===== src/rtl/wb_aperture_ctrl_if.sv =====
// Wishbone bundle between the AHB bridge, the aperture controller and its two register clients.
// The slave modport is the controller's view; master is the bridge/client side.
interface wb_aperture_ctrl_if #(
  parameter int unsigned APERWIDTH = 17
);
  logic [APERWIDTH-1:0] WBs_ADR;
  logic                 WBs_CYC;
  logic                 WBs_STB;
  logic                 WBs_CYC_S0;
  logic                 WBs_CYC_S1;
  logic                 WBs_ACK_S0;
  logic                 WBs_ACK_S1;
  logic [31:0]          WBs_RD_DAT_S0;
  logic [31:0]          WBs_RD_DAT_S1;
  logic                 WBs_ACK;
  logic [31:0]          WBs_RD_DAT;

  modport slave (
    input  WBs_ADR, WBs_CYC, WBs_STB, WBs_ACK_S0, WBs_ACK_S1, WBs_RD_DAT_S0, WBs_RD_DAT_S1,
    output WBs_CYC_S0, WBs_CYC_S1, WBs_ACK, WBs_RD_DAT
  );

  modport master (
    output WBs_ADR, WBs_CYC, WBs_STB, WBs_ACK_S0, WBs_ACK_S1, WBs_RD_DAT_S0, WBs_RD_DAT_S1,
    input  WBs_CYC_S0, WBs_CYC_S1, WBs_ACK, WBs_RD_DAT
  );
endinterface


===== src/rtl/wb_aperture_ctrl.sv =====
// Wishbone aperture controller: decodes the bridge address onto one of two register clients,
// muxes their ack/data back, and supplies a default ack plus sticky error on client timeout.
module wb_aperture_ctrl #(
  parameter int unsigned          APERWIDTH            = 17,
  parameter int unsigned          APERSIZE             = 9,
  parameter logic [APERWIDTH-1:0] SLAVE0_BASE_ADDRESS  = 17'h00000,
  parameter logic [APERWIDTH-1:0] SLAVE1_BASE_ADDRESS  = 17'h00800,
  parameter logic [31:0]          DEFAULT_READ_VALUE   = 32'hBAD_FAB_AC,
  parameter int unsigned          DEFAULT_CNTR_WIDTH   = 3,
  parameter int unsigned          DEFAULT_CNTR_TIMEOUT = 7
) (
  input  logic              WB_CLK,
  input  logic              WB_RST,
  wb_aperture_ctrl_if.slave bus,
  input  logic              Err_Clr,
  output logic              Timeout_Err,
  output logic              Bus_Busy
);

  localparam int unsigned WinShift = APERSIZE + 2;
  localparam logic [DEFAULT_CNTR_WIDTH-1:0] TimeoutCnt =
      DEFAULT_CNTR_WIDTH'(DEFAULT_CNTR_TIMEOUT);

  typedef enum logic [1:0] {StIdle, StBusy, StDone} state_e;
  typedef enum logic [1:0] {SelNone, Sel0, Sel1} sel_e;

  state_e                        r_state, w_state_nxt;
  sel_e                          r_sel, w_sel_nxt;
  logic [DEFAULT_CNTR_WIDTH-1:0] r_cnt, w_cnt_nxt;
  logic                          r_err, w_err_nxt;

  logic        w_hit0, w_hit1, w_sel_ack, w_set_err;
  logic        w_ack, w_cyc_s0, w_cyc_s1, w_busy;
  logic [31:0] w_rd_dat;

  // Only the bits above the window size take part in the decode.
  assign w_hit0 = (bus.WBs_ADR >> WinShift) == (SLAVE0_BASE_ADDRESS >> WinShift);
  assign w_hit1 = (bus.WBs_ADR >> WinShift) == (SLAVE1_BASE_ADDRESS >> WinShift);

  assign w_sel_ack = ((r_sel == Sel0) && bus.WBs_ACK_S0) || ((r_sel == Sel1) && bus.WBs_ACK_S1);

  always_ff @(posedge WB_CLK) begin
    if (WB_RST) begin
      r_state <= StIdle;
      r_sel   <= SelNone;
      r_cnt   <= '0;
      r_err   <= 1'b0;
    end else begin
      r_state <= w_state_nxt;
      r_sel   <= w_sel_nxt;
      r_cnt   <= w_cnt_nxt;
      r_err   <= w_err_nxt;
    end
  end

  always_comb begin
    w_state_nxt = r_state;
    w_sel_nxt   = r_sel;
    w_cnt_nxt   = r_cnt;
    w_set_err   = 1'b0;
    w_ack       = 1'b0;
    w_rd_dat    = '0;
    w_cyc_s0    = 1'b0;
    w_cyc_s1    = 1'b0;
    w_busy      = 1'b0;

    unique case (r_state)
      StIdle: begin
        if (bus.WBs_CYC && bus.WBs_STB) begin
          w_sel_nxt   = w_hit0 ? Sel0 : (w_hit1 ? Sel1 : SelNone);
          w_cnt_nxt   = '0;
          w_state_nxt = StBusy;
        end
      end
      StBusy: begin
        w_busy   = 1'b1;
        w_cyc_s0 = bus.WBs_CYC && (r_sel == Sel0);
        w_cyc_s1 = bus.WBs_CYC && (r_sel == Sel1);
        // A dropped cycle is an abort: no ack, no error.
        if (!bus.WBs_CYC) begin
          w_state_nxt = StIdle;
        end else if (w_sel_ack) begin
          w_ack       = 1'b1;
          w_rd_dat    = (r_sel == Sel0) ? bus.WBs_RD_DAT_S0 : bus.WBs_RD_DAT_S1;
          w_state_nxt = StDone;
        end else if (r_cnt == TimeoutCnt) begin
          w_ack       = 1'b1;
          w_rd_dat    = DEFAULT_READ_VALUE;
          w_set_err   = 1'b1;
          w_state_nxt = StDone;
        end else begin
          w_cnt_nxt = r_cnt + 1'b1;
        end
      end
      StDone: begin
        w_state_nxt = StIdle;
      end
      default: begin
        w_state_nxt = StIdle;
      end
    endcase

    w_err_nxt = w_set_err ? 1'b1 : (Err_Clr ? 1'b0 : r_err);
  end

  assign bus.WBs_ACK    = w_ack && !WB_RST;
  assign bus.WBs_RD_DAT = WB_RST ? 32'h0 : w_rd_dat;
  assign bus.WBs_CYC_S0 = w_cyc_s0 && !WB_RST;
  assign bus.WBs_CYC_S1 = w_cyc_s1 && !WB_RST;
  assign Bus_Busy       = w_busy && !WB_RST;
  assign Timeout_Err    = r_err;

endmodule


===== src/flat_wrapper.sv =====
// flat-port wrapper written by rule: the top's interface ports become plain ports
module wb_aperture_ctrl_flat 
#(
  parameter int unsigned          APERWIDTH            = 17,
  parameter int unsigned          APERSIZE             = 9,
  parameter logic [APERWIDTH-1:0] SLAVE0_BASE_ADDRESS  = 17'h00000,
  parameter logic [APERWIDTH-1:0] SLAVE1_BASE_ADDRESS  = 17'h00800,
  parameter logic [31:0]          DEFAULT_READ_VALUE   = 32'hBAD_FAB_AC,
  parameter int unsigned          DEFAULT_CNTR_WIDTH   = 3,
  parameter int unsigned          DEFAULT_CNTR_TIMEOUT = 7
)
  (WB_CLK, WB_RST, Err_Clr, Timeout_Err, Bus_Busy, bus_WBs_ADR, bus_WBs_CYC, bus_WBs_STB, bus_WBs_ACK_S0, bus_WBs_ACK_S1, bus_WBs_RD_DAT_S0, bus_WBs_RD_DAT_S1, bus_WBs_CYC_S0, bus_WBs_CYC_S1, bus_WBs_ACK, bus_WBs_RD_DAT);
  wb_aperture_ctrl_if #(.APERWIDTH(APERWIDTH)) bus_i ();
  input  logic WB_CLK;
  input  logic WB_RST;
  input  logic Err_Clr;
  output logic Timeout_Err;
  output logic Bus_Busy;
  input wire logic [$bits(bus_i.WBs_ADR)-1:0] bus_WBs_ADR;
  input wire logic [$bits(bus_i.WBs_CYC)-1:0] bus_WBs_CYC;
  input wire logic [$bits(bus_i.WBs_STB)-1:0] bus_WBs_STB;
  input wire logic [$bits(bus_i.WBs_ACK_S0)-1:0] bus_WBs_ACK_S0;
  input wire logic [$bits(bus_i.WBs_ACK_S1)-1:0] bus_WBs_ACK_S1;
  input wire logic [$bits(bus_i.WBs_RD_DAT_S0)-1:0] bus_WBs_RD_DAT_S0;
  input wire logic [$bits(bus_i.WBs_RD_DAT_S1)-1:0] bus_WBs_RD_DAT_S1;
  output wire logic [$bits(bus_i.WBs_CYC_S0)-1:0] bus_WBs_CYC_S0;
  output wire logic [$bits(bus_i.WBs_CYC_S1)-1:0] bus_WBs_CYC_S1;
  output wire logic [$bits(bus_i.WBs_ACK)-1:0] bus_WBs_ACK;
  output wire logic [$bits(bus_i.WBs_RD_DAT)-1:0] bus_WBs_RD_DAT;
  assign bus_i.WBs_ADR = bus_WBs_ADR;
  assign bus_i.WBs_CYC = bus_WBs_CYC;
  assign bus_i.WBs_STB = bus_WBs_STB;
  assign bus_i.WBs_ACK_S0 = bus_WBs_ACK_S0;
  assign bus_i.WBs_ACK_S1 = bus_WBs_ACK_S1;
  assign bus_i.WBs_RD_DAT_S0 = bus_WBs_RD_DAT_S0;
  assign bus_i.WBs_RD_DAT_S1 = bus_WBs_RD_DAT_S1;
  assign bus_WBs_CYC_S0 = bus_i.WBs_CYC_S0;
  assign bus_WBs_CYC_S1 = bus_i.WBs_CYC_S1;
  assign bus_WBs_ACK = bus_i.WBs_ACK;
  assign bus_WBs_RD_DAT = bus_i.WBs_RD_DAT;
  wb_aperture_ctrl #(.APERWIDTH(APERWIDTH), .APERSIZE(APERSIZE), .SLAVE0_BASE_ADDRESS(SLAVE0_BASE_ADDRESS), .SLAVE1_BASE_ADDRESS(SLAVE1_BASE_ADDRESS), .DEFAULT_READ_VALUE(DEFAULT_READ_VALUE), .DEFAULT_CNTR_WIDTH(DEFAULT_CNTR_WIDTH), .DEFAULT_CNTR_TIMEOUT(DEFAULT_CNTR_TIMEOUT)) u_core (.WB_CLK(WB_CLK), .WB_RST(WB_RST), .bus(bus_i), .Err_Clr(Err_Clr), .Timeout_Err(Timeout_Err), .Bus_Busy(Bus_Busy));
endmodule

===== config.mk =====
export PLATFORM = sky130hd
export DESIGN_NAME = wb_aperture_ctrl_flat
export DESIGN_NICKNAME = d
export VERILOG_FILES = /design/src/rtl/wb_aperture_ctrl_if.sv /design/src/rtl/wb_aperture_ctrl.sv /design/src/flat_wrapper.sv
export SDC_FILE = /design/constraint.sdc
export NUM_CORES = 1
export LEC_CHECK = 0
export CORE_UTILIZATION = 27
export CTS_CLUSTER_DIAMETER = 30
export DETAILED_ROUTE_END_ITERATION = 7
export PLACE_DENSITY = 0.93
export SLEW_MARGIN = 20
export SYNTH_ARGS = -nofsm -noshare
export SYNTH_HDL_FRONTEND = slang
export SYNTH_SLANG_ARGS = --single-unit

===== constraint.sdc =====
create_clock -name WB_CLK -period 5.4 [get_ports WB_CLK]
set_input_delay 1.62 -clock WB_CLK [delete_from_list [all_inputs] [get_ports WB_CLK]]
set_output_delay 1.62 -clock WB_CLK [all_outputs]
set_load 0.005 [all_outputs]

# Word-level counts from Yosys, hierarchy flattened
# Cells that the tools add are included.
[classes] n_addsub=1 n_mul=0 div=0 order_cmp=0 eq_ne=10 n_shift=0 mux=30 bitwise_logic=0 n_reduce_logical=18
[op_table] cell="two-way mux 32 bit" count=6
[op_table] cell="logical NOT 17 bit" count=1
[op_table] cell="two-way mux 1 bit" count=12
[op_table] cell="two-way mux 2 bit" count=6
[op_table] cell="two-way mux 3 bit" count=4
[op_table] cell="logical AND 1 bit" count=9
[op_table] cell="equality test 6 x 1 -> 1 bit, second input constant" count=1
[op_table] cell="!= test 2 bit, second input constant" count=3
[op_table] cell="case mux 3 bit (2 select lines)" count=1
[op_table] cell="AND reduction 5 bit" count=1
[op_table] cell="equality test 2 x 1 -> 1 bit, second input constant" count=2
[op_table] cell="!= test 4 x 2 -> 1 bit, second input constant" count=1
[op_table] cell="case mux 2 bit (2 select lines)" count=1
[op_table] cell="AND reduction 2 bit" count=2
[op_table] cell="nonzero test 2 bit" count=2
[op_table] cell="adder 3 x 1 -> 3 bit, second input constant" count=1
[op_table] cell="equality test 3 bit, second input constant" count=1
[op_table] cell="equality test 2 bit, second input constant" count=1
[op_table] cell="logical NOT 2 bit" count=1
[op_table] cell="!= test 2 x 1 -> 1 bit, second input constant" count=1
[op_table] cell="logical NOT 1 bit" count=1
[op_table] cell="logical OR 1 bit" count=1
[totals] regBits=8 latchBits=0 mem_bits_rw=0 romBits=0 inputBits=88 n_memories=0

# Longest topological paths before layout
# Gate-level depths: netlist of run 1.
[depth] ltp_word=7 ltp_mapped=5 ltp_nobuf=4

# Least setup slack after synthesis of run 1
# No wires, ideal clock.
[synth_path] kind="input to output" startpoint="input WB_RST" endpoint="output bus_WBs_RD_DAT[19]" arrival_ns=2.648 slack_ns=1.132 stages=5 path_buffers=2 path_cell_list="clkbuf_1 -> nor4bb_1 -> o31ai_1 -> clkbuf_1 -> a31oi_1"
[synth_via] elab_chain_len=1
[synth_rtl] element="from (decl)" line_no="flat_wrapper.sv:15" text="input logic WB_RST;"
[synth_rtl] element="two-way mux 32 bit" line_no="wb_aperture_ctrl.sv:107" text="assign bus.WBs_RD_DAT = WB_RST ? 32'h0 : w_rd_dat;"
[synth_rtl] element="to (decl)" line_no="flat_wrapper.sv:29" text="output wire logic [$bits(bus_i.WBs_RD_DAT)-1:0] bus_WBs_RD_DAT;"
# No other way between the ends.

# Final worst setup path of run 1
[layout_path] startpoint="input bus_WBs_CYC" endpoint="output bus_WBs_RD_DAT[27]"
[layout_via] elab_chain_len=3
[layout_rtl] element="from (decl)" line_no="flat_wrapper.sv:20" text="input wire logic [$bits(bus_i.WBs_CYC)-1:0] bus_WBs_CYC;"
[layout_rtl] element="two-way mux 32 bit" line_no="wb_aperture_ctrl.sv:80" text="if (!bus.WBs_CYC) begin"
[layout_rtl] element="two-way mux 32 bit" line_no="wb_aperture_ctrl.sv:67" text="unique case (r_state)"
[layout_rtl] element="two-way mux 32 bit" line_no="wb_aperture_ctrl.sv:107"
# No other way between the ends.

==> report_table.html, run 1 <==
<table>
<tr><th>Metric</th><th>Value</th></tr>
<tr><th colspan="2">Status</th></tr>
<tr><td>Outcome</td><td>finished, final reports clean</td></tr>
<tr><th colspan="2">Pwr</th></tr>
<tr><td>Cell leakage power</td><td>0.8639 nW</td></tr>
<tr><td>Worst VDD drop</td><td>0.1560 mV</td></tr>
<tr><td>Total power after layout</td><td>175.3 uW</td></tr>
<tr><td>Power per cell area</td><td>82.07 nW/um^2</td></tr>
<tr><th colspan="2">Clock network</th></tr>
<tr><td>Number of hold buffers added after CTS</td><td>0</td></tr>
<tr><td>Maximum number of buffers from clock root to sink</td><td>2</td></tr>
<tr><td>CTS sink cnt</td><td>8</td></tr>
<tr><td>H-tree depth</td><td>1</td></tr>
<tr><td>Clock-pin slew of the registers on the worst-case setup and hold paths</td><td>0.05 ns</td></tr>
<tr><td>Root buf cell</td><td>sky130_fd_sc_hd__clkbuf_4</td></tr>
<tr><td>Clk_lat worst skew</td><td>0.25 ns</td></tr>
<tr><td>CTS tree</td><td>built</td></tr>
<tr><td>Number of buffers created by CTS</td><td>3</td></tr>
<tr><th colspan="2">STA</th></tr>
<tr><td>Max Clock Freq</td><td>191.8 MHz</td></tr>
<tr><td>Setup TNS after final layout</td><td>0 ns</td></tr>
<tr><td>Max transition margin</td><td>0.5044</td></tr>
<tr><td>Hold Violations, Final</td><td>0</td></tr>
<tr><td>Final critical-path share of the clock period</td><td>0.9656</td></tr>
<tr><td>Final Setup Violations</td><td>0</td></tr>
<tr><td>Minimum clock period after layout</td><td>5.214 ns</td></tr>
<tr><td>Fin. max-slew vios</td><td>0</td></tr>
<tr><td>Hold slack</td><td>0.4696 ns</td></tr>
<tr><td>Measured slew at the worst slew-check pin</td><td>0.7434 ns</td></tr>
<tr><td>Final worst clock skew</td><td>0.002155 ns</td></tr>
<tr><td>PnR worst setup slack</td><td>0.1858 ns</td></tr>
<tr><th colspan="2">Global route</th></tr>
<tr><td>Maximum number of pins on one net before global-route repair</td><td>24</td></tr>
<tr><td>First-pass GRT wire length</td><td>5630 um</td></tr>
<tr><td>Global route total overflow</td><td>0</td></tr>
<tr><td>Initial antenna violation count</td><td>0</td></tr>
<tr><td>Via count of the first global-routing pass</td><td>1334</td></tr>
<tr><td>GR Util All Layers</td><td>0.2027</td></tr>
<tr><th colspan="2">Setup path</th></tr>
<tr><td>Cell with the biggest individual delay on the critical path</td><td>sky130_fd_sc_hd__clkdlybuf4s50_1</td></tr>
<tr><td>Cell with the most instances on the worst path</td><td>sky130_fd_sc_hd__clkdlybuf4s50_1</td></tr>
<tr><td>Startpoint class of the critical path</td><td>primary input</td></tr>
<tr><td>Crit path buffers/inverters</td><td>3</td></tr>
<tr><td>Kind of end point of the critical path</td><td>output pin</td></tr>
<tr><td>Critical path peak fanout</td><td>23</td></tr>
<tr><td>Required time of the critical path</td><td>3.78 ns</td></tr>
<tr><td>Top delay family on crit path</td><td>buffers and inverters</td></tr>
<tr><td>WS Path Type</td><td>in -&gt; out</td></tr>
<tr><td>Delay of the slowest critical-path stage</td><td>0.53 ns</td></tr>
<tr><td>Data arrival time at the worst-slack endpoint</td><td>3.59 ns</td></tr>
<tr><td>Series of cell instances along the critical path</td><td>clkdlybuf4s50_1 -&gt; nor4bb_2 -&gt; o31ai_2 -&gt; buf_4 -&gt; a31oi_1 -&gt; clkdlybuf4s50_1</td></tr>
<tr><th colspan="2">Die</th></tr>
<tr><td>Effective utilization at floorplan</td><td>0.2948</td></tr>
<tr><td>Y dimension of the die</td><td>60.68 um</td></tr>
<tr><td>Core area</td><td>3153 um^2</td></tr>
<tr><td>Standard-cell rows</td><td>20</td></tr>
<tr><td>Horiz. Die Dim</td><td>60.68 um</td></tr>
<tr><td>Full die area</td><td>3682 um^2</td></tr>
<tr><td>Top-Level Pins</td><td>125</td></tr>
<tr><th colspan="2">Yosys</th></tr>
<tr><td>Post-synthesis simple-gate area fraction</td><td>0.4536</td></tr>
<tr><td>Number of warnings issued by yosys</td><td>0</td></tr>
<tr><td>Complex-gate fraction of the synthesized area</td><td>0.2355</td></tr>
<tr><td>Synth Net Count</td><td>249</td></tr>
<tr><td>Portion of netlist area occupied by mux cells</td><td>0.03769</td></tr>
<tr><td>Dominant combinational cell family by area after synthesis</td><td>simple AND/OR/NAND/NOR gates</td></tr>
<tr><td>Flip-flop and latch count after synthesis</td><td>8</td></tr>
<tr><td>Cells after Synth</td><td>159</td></tr>
<tr><td>Xor and xnor fraction of the mapped netlist area</td><td>0</td></tr>
<tr><td>Adder-cell area share of the yosys netlist</td><td>0.02692</td></tr>
<tr><td>Cell area after technology mapping</td><td>929.6 um^2</td></tr>
<tr><td>Post-synthesis area per instance</td><td>5.847 um^2</td></tr>
<tr><td>Register area share after synthesis</td><td>0.1723</td></tr>
<tr><td>Cell variety after synth</td><td>24</td></tr>
<tr><th colspan="2">Cells and area</th></tr>
<tr><td>Layout cell share with drive strength beyond 1</td><td>0.06038</td></tr>
<tr><td>Number of nets at the end of the flow</td><td>357</td></tr>
<tr><td>Synthesis-to-finish area growth</td><td>129.7%</td></tr>
<tr><td>Most common cell after layout, fill and taps aside</td><td>sky130_fd_sc_hd__clkdlybuf4s50_1</td></tr>
<tr><td>Summed area of non-filler cells in the final layout</td><td>2136 um^2</td></tr>
<tr><td>Final Instance Count excl. Fillers</td><td>309</td></tr>
<tr><td>Number of filler cells placed in the layout</td><td>287</td></tr>
<tr><td>Commonest cells after routing, fill and taps aside</td><td>sky130_fd_sc_hd__clkdlybuf4s50_1 (113), sky130_fd_sc_hd__nand2_1 (69), sky130_fd_sc_hd__a31oi_1 (21)</td></tr>
<tr><td>Core Util, Final</td><td>0.6774</td></tr>
<tr><td>Antenna diode count</td><td>0</td></tr>
<tr><th colspan="2">Routing</th></tr>
<tr><td>Violation count after the first detailed-route iteration</td><td>80</td></tr>
<tr><td>DRC</td><td>0</td></tr>
<tr><td>Detailed-route vias per instance</td><td>4.874</td></tr>
<tr><td>Routed wire length</td><td>3971 um</td></tr>
<tr><td>Total iterations of the first detailed-routing run</td><td>4</td></tr>
<tr><td>Post-route ant nets</td><td>0</td></tr>
<tr><td>Number of vias in the routed layout</td><td>1506</td></tr>
<tr><td>Avg WL per Cell</td><td>12.85 um</td></tr>
<tr><th colspan="2">Placed design</th></tr>
<tr><td>Number of buffers added on ports</td><td>113</td></tr>
<tr><td>Post-Place Cell Area</td><td>2107 um^2</td></tr>
<tr><td>Number of placed instances with taps included</td><td>306</td></tr>
<tr><td>Routability-driven placement congestion ratio</td><td>0.7466</td></tr>
<tr><td>Pre-CTS setup slack</td><td>0.09444 ns</td></tr>
<tr><td>Final HPWL from detailed placement</td><td>3040 um</td></tr>
<tr><th colspan="2">Worst hold path</th></tr>
<tr><td>Worst hold-check path type</td><td>reg -&gt; reg</td></tr>
<tr><th colspan="2">Flow run</th></tr>
<tr><td>Max-cap violations</td><td>0</td></tr>
</table>
## final timing paths
kind                                          from                  to  slack [ns]  cells after the start
worst min register to register  u_core.Timeout_Err  u_core.Timeout_Err        0.47                      2
worst min-delay path            u_core.Timeout_Err  u_core.Timeout_Err        0.47                      2
worst max-delay path                   bus_WBs_CYC  bus_WBs_RD_DAT[27]        0.19                      6
worst max register to register     u_core.r_cnt[0]     u_core.r_cnt[0]        3.54                      4
## cells in the mapped netlist
master                      count  area share
sky130_fd_sc_hd__a21oi_1       15       0.081
sky130_fd_sc_hd__a31oi_1       21        0.14
sky130_fd_sc_hd__and3b_1        3       0.028
sky130_fd_sc_hd__buf_2          1      0.0054
sky130_fd_sc_hd__clkbuf_1      15       0.061
sky130_fd_sc_hd__dfxtp_1        8        0.17
sky130_fd_sc_hd__ha_1           2       0.027
sky130_fd_sc_hd__inv_1          2      0.0081
sky130_fd_sc_hd__mux2_4         1       0.016
sky130_fd_sc_hd__mux2i_1        2       0.022
sky130_fd_sc_hd__nand2_1       69        0.28
sky130_fd_sc_hd__nand2b_1       2       0.013
sky130_fd_sc_hd__nand3b_1       3       0.024
sky130_fd_sc_hd__nand4bb_1      2       0.024
sky130_fd_sc_hd__nor2_1         2      0.0081
sky130_fd_sc_hd__nor2b_1        1      0.0067
sky130_fd_sc_hd__nor3b_1        2       0.016
sky130_fd_sc_hd__nor4_1         1      0.0067
sky130_fd_sc_hd__nor4bb_1       1       0.011
sky130_fd_sc_hd__o21ai_0        1      0.0054
sky130_fd_sc_hd__o31ai_1        1      0.0081
sky130_fd_sc_hd__or2_2          1      0.0067
sky130_fd_sc_hd__or4_1          1      0.0081
sky130_fd_sc_hd__or4b_2         2       0.022
## cell type report
class | instances | area [um^2] | share of cell area
clock buffer | 3 | 22.52 | 0.01054
sequential | 8 | 160.2 | 0.07499
multi-input combinational | 133 | 714.4 | 0.3345
inverter | 2 | 7.507 | 0.003515
tap | 44 | 55.05 | 0.02578
timing repair buffer | 119 | 1176 | 0.5507
## logic make-up (layout without fill, tap and decap cells)
kind of cell / count (synthesis) / in the layout
mux: 3 / 3
simple gates: 90 / 90
buf+inv: 18 / 124
compound gates: 38 / 38
fa+ha+maj: 2 / 2
flops: 8 / 8
## tightest hold or removal path: stages, from the launching register on
cell	delay, ns
sky130_fd_sc_hd__dfxtp_1	0.30
sky130_fd_sc_hd__nand2b_1	0.06
sky130_fd_sc_hd__a21oi_1	0.05
## where the power goes
group          total (mW)  switching (mW)  internal (mW)
combinational      0.0694          0.0153         0.0541
clock              0.0454          0.0200         0.0254
sequential         0.0605        0.000633         0.0599
total               0.175          0.0359          0.139
## registers in the layout (all words and copies together), names as in the netlist
name                count
u_core.r_state          2
u_core.Timeout_Err      1
u_core.r_sel            2
u_core.r_cnt            3
## metal layers
metal  part of all wire  track usage  vias up
li1                   -            -      762
met2               0.49       0.3972       83
met3               0.13      0.08742        4
met5                  0            0        -
met1               0.37       0.1961      657
met4             0.0088      0.03896        0
## repair_timing
| item | 4_1_cts | 5_1_grt |
|---|---|---|
| endpoints found under the setup margin | 0 | 32 |
| setup buffers | 0 | 0 |
| gates resized for setup | 0 | 1 |
Note: power is estimated with default switching activity, not from simulation.
==> run 2, diff against run 1 <==
- CAP_MARGIN: default -> 30
- GPL_TIMING_DRIVEN: default -> 0
==> run 2 against run 1 <==
Highest routed layer is now met3. Setup slack got worse by 0.060 ns. Register-to-register slack gained 0.03 ns. Via count grew 4.1%. Critical endpoint is now bus_WBs_RD_DAT[18]. Cell count grew 2.9%. Design area increased by 0.35%. Core utilization increased by 0.24 points. Sequential power is essentially flat.
==> report_table.html, run 2 (synthesis gave the netlist of run 1 again) <==
<table>
<tr><th>Metric</th><th>Value</th></tr>
<tr><th colspan="2">Cells and area</th></tr>
<tr><td>Commonest cells after routing, fill and taps aside</td><td>sky130_fd_sc_hd__clkdlybuf4s50_1 (112), sky130_fd_sc_hd__nand2_1 (69), sky130_fd_sc_hd__a31oi_1 (21)</td></tr>
<tr><td>Most common cell after layout, fill and taps aside</td><td>sky130_fd_sc_hd__clkdlybuf4s50_1</td></tr>
<tr><td>Largest reg by FF count</td><td>u_core.r_cnt</td></tr>
<tr><td>Synthesis-to-finish area growth</td><td>130.6%</td></tr>
<tr><td>Max FFs per register</td><td>3</td></tr>
<tr><td>Layout cell share with drive strength beyond 1</td><td>0.04745</td></tr>
<tr><td>Regs by FF count</td><td>u_core.r_cnt (3), u_core.r_sel (2), u_core.r_state (2)</td></tr>
<tr><td>Antenna diode count</td><td>0</td></tr>
<tr><td>Number of nets at the end of the flow</td><td>366</td></tr>
<tr><td>Summed area of non-filler cells in the final layout</td><td>2143 um^2</td></tr>
<tr><td>Core Util, Final</td><td>0.6798</td></tr>
<tr><td>Final Instance Count excl. Fillers</td><td>318</td></tr>
<tr><th colspan="2">Pwr</th></tr>
<tr><td>Switching share of power</td><td>0.2019</td></tr>
<tr><td>Combinational Power Share</td><td>0.395</td></tr>
<tr><td>Part of the power in registers</td><td>0.349</td></tr>
<tr><td>Design internal power</td><td>138.4 uW</td></tr>
<tr><td>Net switching power</td><td>35.01 uW</td></tr>
<tr><td>Fraction of power consumed by the clock network</td><td>0.256</td></tr>
<tr><td>Worst VDD drop</td><td>0.08734 mV</td></tr>
<tr><td>Power per cell area</td><td>80.89 nW/um^2</td></tr>
<tr><td>Cell leakage power</td><td>0.8596 nW</td></tr>
<tr><th colspan="2">Global route</th></tr>
<tr><td>GR Util All Layers</td><td>0.1987</td></tr>
<tr><td>Global route total overflow</td><td>0</td></tr>
<tr><td>Via count of the first global-routing pass</td><td>1314</td></tr>
<tr><td>Maximum number of pins on one net before global-route repair</td><td>11</td></tr>
<tr><td>Initial antenna violation count</td><td>0</td></tr>
<tr><td>First-pass GRT wire length</td><td>5582 um</td></tr>
<tr><th colspan="2">Clock network</th></tr>
<tr><td>Post-CTS setup buffer count</td><td>0</td></tr>
<tr><td>Clock-pin slew of the registers on the worst-case setup and hold paths</td><td>0.05 ns</td></tr>
<tr><td>CTS sink cnt</td><td>8</td></tr>
<tr><td>CTS tree</td><td>built</td></tr>
<tr><td>Root buf cell</td><td>sky130_fd_sc_hd__clkbuf_4</td></tr>
<tr><td>Number of buffers created by CTS</td><td>3</td></tr>
<tr><td>Maximum number of buffers from clock root to sink</td><td>2</td></tr>
<tr><td>Number of hold buffers added after CTS</td><td>0</td></tr>
<tr><td>Post-CTS resize count</td><td>0</td></tr>
<tr><td>H-tree depth</td><td>1</td></tr>
<tr><td>Clk_lat worst skew</td><td>0.25 ns</td></tr>
<tr><th colspan="2">STA</th></tr>
<tr><td>Hold slack</td><td>0.4680 ns</td></tr>
<tr><td>Max Clock Freq</td><td>189.6 MHz</td></tr>
<tr><td>RSZ-0062 raised after global routing</td><td>no</td></tr>
<tr><td>Fin. max-slew vios</td><td>0</td></tr>
<tr><td>Max transition margin</td><td>0.6819</td></tr>
<tr><td>Final worst clock skew</td><td>0.0006828 ns</td></tr>
<tr><td>Minimum clock period after layout</td><td>5.274 ns</td></tr>
<tr><td>Setup TNS after final layout</td><td>0 ns</td></tr>
<tr><td>Final Setup Violations</td><td>0</td></tr>
<tr><td>Measured slew at the worst slew-check pin</td><td>0.4762 ns</td></tr>
<tr><td>Final critical-path share of the clock period</td><td>0.9767</td></tr>
<tr><td>Hold Violations, Final</td><td>0</td></tr>
<tr><th colspan="2">Routing</th></tr>
<tr><td>Avg WL per Cell</td><td>12.30 um</td></tr>
<tr><td>Total iterations of the first detailed-routing run</td><td>4</td></tr>
<tr><td>Number of vias in the routed layout</td><td>1567</td></tr>
<tr><td>DRC</td><td>0</td></tr>
<tr><td>Detailed-route vias per instance</td><td>4.928</td></tr>
<tr><td>Routed wire length</td><td>3910 um</td></tr>
<tr><td>Violation count after the first detailed-route iteration</td><td>77</td></tr>
<tr><td>Post-route ant nets</td><td>0</td></tr>
<tr><th colspan="2">Die</th></tr>
<tr><td>Core area</td><td>3153 um^2</td></tr>
<tr><td>Y dimension of the die</td><td>60.68 um</td></tr>
<tr><td>Full die area</td><td>3682 um^2</td></tr>
<tr><td>Effective utilization at floorplan</td><td>0.2948</td></tr>
<tr><td>Horiz. Die Dim</td><td>60.68 um</td></tr>
<tr><td>Top-Level Pins</td><td>125</td></tr>
<tr><td>Standard-cell rows</td><td>20</td></tr>
<tr><th colspan="2">Placed design</th></tr>
<tr><td>Post-Place Cell Area</td><td>2106 um^2</td></tr>
<tr><td>Routability-driven placement congestion ratio</td><td>0.7728</td></tr>
<tr><td>Final HPWL from detailed placement</td><td>3203 um</td></tr>
<tr><td>Number of placed instances with taps included</td><td>315</td></tr>
<tr><td>Number of buffers added on ports</td><td>112</td></tr>
<tr><th colspan="2">Setup path</th></tr>
<tr><td>Required time of the critical path</td><td>3.78 ns</td></tr>
<tr><td>Critical path peak fanout</td><td>10</td></tr>
<tr><td>Kind of end point of the critical path</td><td>output pin</td></tr>
<tr><td>Startpoint class of the critical path</td><td>primary input</td></tr>
<tr><td>WS Path Type</td><td>in -&gt; out</td></tr>
<tr><td>Data arrival time at the worst-slack endpoint</td><td>3.65 ns</td></tr>
<tr><th colspan="2">Flow run</th></tr>
<tr><td>Max-cap violations</td><td>0</td></tr>
<tr><th colspan="2">Status</th></tr>
<tr><td>Outcome</td><td>finished, final reports clean</td></tr>
<tr><th colspan="2">Worst hold path</th></tr>
<tr><td>Worst hold-check path type</td><td>reg -&gt; reg</td></tr>
</table>
run 2: changes by cell type in the layout (fill, tap and decap cells not counted), sizes merged:
cell / before / now
clkbuf: 3 / 18
clkdlybuf4s50: 113 / 112
buf: 6 / 1
run 2: per-stage QoR:
stage / power (mW) / setup WS, ns
2_1_floorplan: 0.07303 / 1.132
3_3_place_gp: 0.1285 / 0.05033
3_5_place_dp: 0.1297 / -0.0002176
4_1_cts: 0.1751 / -0.004768
5_1_grt: 0.1833 / 0.04463
6_report: 0.1734 / 0.1259
run 2: final cells by class:
cell class | instances | area [um^2]
timing repair buffer | 112 | 1121
tap | 44 | 55.05
buffer | 16 | 65.06
clock buffer | 3 | 22.52
fill | 295 | 1010
inverter | 2 | 7.507
multi-input combinational | 133 | 711.9
sequential | 8 | 160.2
run 2: final timing paths:
kind | start | to | slack (ns) | depth (start not counted)
setup / recovery | bus_WBs_CYC | bus_WBs_RD_DAT[18] | 0.13 | 6
hold / removal | u_core.Timeout_Err | u_core.Timeout_Err | 0.47 | 2
setup reg to reg | u_core.r_cnt[0] | u_core.r_cnt[0] | 3.57 | 5
hold reg to reg | u_core.Timeout_Err | u_core.Timeout_Err | 0.47 | 2
run 2: metal layers:
metal / track usage / routed length (um)
met1: 0.2216 / 1494
met5: 0 / 0
met3: 0.03838 / 417
met2: 0.3830 / 1998
met4: 0.04870 / 0
run 2: power by group through the flow:
| stage | combinational (mW) | clock (mW) | sequential, mW |
|---|---|---|---|
| finish | 0.0684 | 0.0445 | 0.0605 |
| global placement | 0.0668 | 0 | 0.0616 |
| CTS | 0.0682 | 0.0464 | 0.0604 |
| detailed placement | 0.0680 | 0 | 0.0617 |
| floorplan | 0.0115 | 0 | 0.0615 |
| global route | 0.0737 | 0.0492 | 0.0605 |
run 2: worst max-delay path: stages:
cell                              delay (ns)
sky130_fd_sc_hd__clkdlybuf4s50_1        0.52
sky130_fd_sc_hd__nor4bb_2               0.37
sky130_fd_sc_hd__o31ai_2                0.18
sky130_fd_sc_hd__clkbuf_2               0.22
sky130_fd_sc_hd__a31oi_1                0.21
sky130_fd_sc_hd__clkdlybuf4s50_1        0.53
==> run 3, diff against run 2 <==
- CORE_ASPECT_RATIO: default -> 0.8
==> run 3 against run 2 <==
Flip-flop and latch count did not move. Critical path depth stayed put. Critical path type unchanged. Wire length decreased by 1.4%. Setup slack worse by 0.0068 ns. Clock power grew 60%. Worst hold slack gained 0.0019 ns. Highest routed layer is now met4. Register-to-register slack is essentially flat. Cell count shrank 1.3%. Core utilization hardly changed.
==> report_table.html, run 3 (synthesis gave the netlist of run 1 again) <==
<table>
<tr><th>Metric</th><th>Value</th></tr>
<tr><th colspan="2">Cells and area</th></tr>
<tr><td>Layout cell share with drive strength beyond 1</td><td>0.04745</td></tr>
<tr><td>Largest reg by FF count</td><td>u_core.r_cnt</td></tr>
<tr><td>Most common cell after layout, fill and taps aside</td><td>sky130_fd_sc_hd__clkdlybuf4s50_1</td></tr>
<tr><td>Number of nets at the end of the flow</td><td>366</td></tr>
<tr><td>Regs by FF count</td><td>u_core.r_cnt (3), u_core.r_sel (2), u_core.r_state (2)</td></tr>
<tr><td>Number of filler cells placed in the layout</td><td>286</td></tr>
<tr><td>Synthesis-to-finish area growth</td><td>132.0%</td></tr>
<tr><td>Antenna diode count</td><td>0</td></tr>
<tr><td>Commonest cells after routing, fill and taps aside</td><td>sky130_fd_sc_hd__clkdlybuf4s50_1 (112), sky130_fd_sc_hd__nand2_1 (69), sky130_fd_sc_hd__a31oi_1 (21)</td></tr>
<tr><td>Max FFs per register</td><td>3</td></tr>
<tr><th colspan="2">STA</th></tr>
<tr><td>RSZ-0062 raised after global routing</td><td>no</td></tr>
<tr><td>Minimum clock period after layout</td><td>5.281 ns</td></tr>
<tr><td>Hold Violations, Final</td><td>0</td></tr>
<tr><td>Measured slew at the worst slew-check pin</td><td>0.4350 ns</td></tr>
<tr><td>Max transition margin</td><td>0.7100</td></tr>
<tr><td>Fin. max-slew vios</td><td>0</td></tr>
<tr><td>Final worst clock skew</td><td>0.002814 ns</td></tr>
<tr><td>Setup TNS after final layout</td><td>0 ns</td></tr>
<tr><td>Hold slack</td><td>0.4699 ns</td></tr>
<tr><td>Final critical-path share of the clock period</td><td>0.9779</td></tr>
<tr><td>Max Clock Freq</td><td>189.4 MHz</td></tr>
<tr><td>Final Setup Violations</td><td>0</td></tr>
<tr><th colspan="2">Global route</th></tr>
<tr><td>Initial antenna violation count</td><td>0</td></tr>
<tr><td>Global route total overflow</td><td>0</td></tr>
<tr><td>Via count of the first global-routing pass</td><td>1332</td></tr>
<tr><td>First-pass GRT wire length</td><td>5568 um</td></tr>
<tr><td>GR Util All Layers</td><td>0.1976</td></tr>
<tr><td>Maximum number of pins on one net before global-route repair</td><td>11</td></tr>
<tr><th colspan="2">Routing</th></tr>
<tr><td>Routed wire length</td><td>3856 um</td></tr>
<tr><td>Number of vias in the routed layout</td><td>1556</td></tr>
<tr><td>Violation count after the first detailed-route iteration</td><td>23</td></tr>
<tr><td>Detailed-route vias per instance</td><td>4.955</td></tr>
<tr><td>Avg WL per Cell</td><td>12.28 um</td></tr>
<tr><td>Post-route ant nets</td><td>0</td></tr>
<tr><td>Total iterations of the first detailed-routing run</td><td>4</td></tr>
<tr><td>DRC</td><td>0</td></tr>
<tr><th colspan="2">Die</th></tr>
<tr><td>Full die area</td><td>3683 um^2</td></tr>
<tr><td>Standard-cell rows</td><td>18</td></tr>
<tr><td>Core area</td><td>3176 um^2</td></tr>
<tr><td>Horiz. Die Dim</td><td>67.61 um</td></tr>
<tr><td>Y dimension of the die</td><td>54.49 um</td></tr>
<tr><td>Effective utilization at floorplan</td><td>0.2928</td></tr>
<tr><td>Top-Level Pins</td><td>125</td></tr>
<tr><th colspan="2">Placed design</th></tr>
<tr><td>Final HPWL from detailed placement</td><td>3140 um</td></tr>
<tr><td>Number of buffers added on ports</td><td>112</td></tr>
<tr><td>Routability-driven placement congestion ratio</td><td>0.7957</td></tr>
<tr><th colspan="2">Setup path</th></tr>
<tr><td>Cell with the biggest individual delay on the critical path</td><td>sky130_fd_sc_hd__clkdlybuf4s50_1</td></tr>
<tr><td>Data arrival time at the worst-slack endpoint</td><td>3.66 ns</td></tr>
<tr><td>Critical path peak fanout</td><td>10</td></tr>
<tr><td>Series of cell instances along the critical path</td><td>clkdlybuf4s50_1 -&gt; nor4bb_2 -&gt; o21ai_0 -&gt; clkbuf_2 -&gt; a21oi_1 -&gt; clkdlybuf4s50_1</td></tr>
<tr><td>Kind of end point of the critical path</td><td>output pin</td></tr>
<tr><td>Required time of the critical path</td><td>3.78 ns</td></tr>
<tr><td>Cell with the most instances on the worst path</td><td>sky130_fd_sc_hd__clkdlybuf4s50_1</td></tr>
<tr><td>Delay of the slowest critical-path stage</td><td>0.52 ns</td></tr>
<tr><td>WS Path Type</td><td>in -&gt; out</td></tr>
<tr><td>Startpoint class of the critical path</td><td>primary input</td></tr>
<tr><td>Crit path buffers/inverters</td><td>3</td></tr>
<tr><td>Top delay family on crit path</td><td>buffers and inverters</td></tr>
<tr><th colspan="2">Worst hold path</th></tr>
<tr><td>Worst hold-check path type</td><td>reg -&gt; reg</td></tr>
<tr><th colspan="2">Clock network</th></tr>
<tr><td>Clock-pin slew of the registers on the worst-case setup and hold paths</td><td>0.04 ns</td></tr>
<tr><td>CTS sink cnt</td><td>8</td></tr>
<tr><td>Post-CTS setup buffer count</td><td>0</td></tr>
<tr><td>CTS tree</td><td>built</td></tr>
<tr><td>Number of buffers created by CTS</td><td>3</td></tr>
<tr><td>Maximum number of buffers from clock root to sink</td><td>2</td></tr>
<tr><td>H-tree depth</td><td>1</td></tr>
<tr><td>Root buf cell</td><td>sky130_fd_sc_hd__clkbuf_8</td></tr>
<tr><td>Clk_lat worst skew</td><td>0.23 ns</td></tr>
<tr><th colspan="2">Flow run</th></tr>
<tr><td>Max-cap violations</td><td>0</td></tr>
<tr><th colspan="2">Pwr</th></tr>
<tr><td>Worst VDD drop</td><td>0.06542 mV</td></tr>
<tr><td>Power per cell area</td><td>93.08 nW/um^2</td></tr>
<tr><td>Cell leakage power</td><td>0.8674 nW</td></tr>
<tr><th colspan="2">Status</th></tr>
<tr><td>Outcome</td><td>finished, final reports clean</td></tr>
</table>
[run 3: power by group]
| part | internal, mW | switching (mW) | total (mW) |
|---|---|---|---|
| Sequential | 0.0601 | 0.000687 | 0.0608 |
| Clock | 0.0482 | 0.0230 | 0.0712 |
| Combinational | 0.0532 | 0.0156 | 0.0688 |
| Total | 0.162 | 0.0392 | 0.201 |
[run 3: final timing paths]
kind / start / endpoint / slack [ns] / cells after the start
worst max-delay path: bus_WBs_CYC / bus_WBs_RD_DAT[12] / 0.12 / 6
worst min-delay path: u_core.Timeout_Err / u_core.Timeout_Err / 0.47 / 2
worst max register to register: u_core.r_cnt[0] / u_core.r_cnt[0] / 3.58 / 5
worst min register to register: u_core.Timeout_Err / u_core.Timeout_Err / 0.47 / 2
[run 3: timing repair]
| action | CTS | global route |
|---|---|---|
| hold endpoints to repair | 0 | 0 |
| hold buffers | 0 | 0 |
| endpoints found under the setup margin | 1 | 29 |
| resized for setup | 0 | 8 |
[run 3: metrics by stage]
| stage | cell area [um^2] | std cells | setup slack, ns | utilization | power (mW) |
|---|---|---|---|---|---|
| after detailed placement | 2101 | 311 | 0.0007372 | 0.6615 | 0.1297 |
| final | 2157 | 314 | 0.1191 | 0.6793 | 0.2008 |
| after CTS | 2142 | 314 | -0.004631 | 0.6745 | 0.2023 |
| after floorplan | 929.6 | 159 | 1.132 | - | 0.07303 |
| after global routing | 2157 | 314 | 0.01537 | 0.6793 | 0.2135 |
| after global placement | 2101 | 311 | 0.01049 | 0.6615 | 0.1283 |
[run 3: layer usage]
metal / routed length [um] / track usage
met5: 0 / 0
met2: 1834 / 0.3680
met4: 21 / 0.04610
met3: 440 / 0.05833
met1: 1558 / 0.2209
[run 3: area by class of cell]
type	instances	area, um^2	share of cell area
well taps	40	50.05	0.02320
inverters	2	7.507	0.003480
multi-input cells	133	711.9	0.3300
clock buffers	3	41.29	0.01914
flip-flops and latches	8	160.2	0.07425
plain buffers	16	65.06	0.03016
repair buffers	112	1121	0.5197
[run 3: worst min-delay path, delay by kind of cell, from the launching register on]
family,cells,cell delay [ns]
DFF,1,0.30
AOI/OAI and AO/OA,1,0.05
and+or+nand+nor,1,0.07
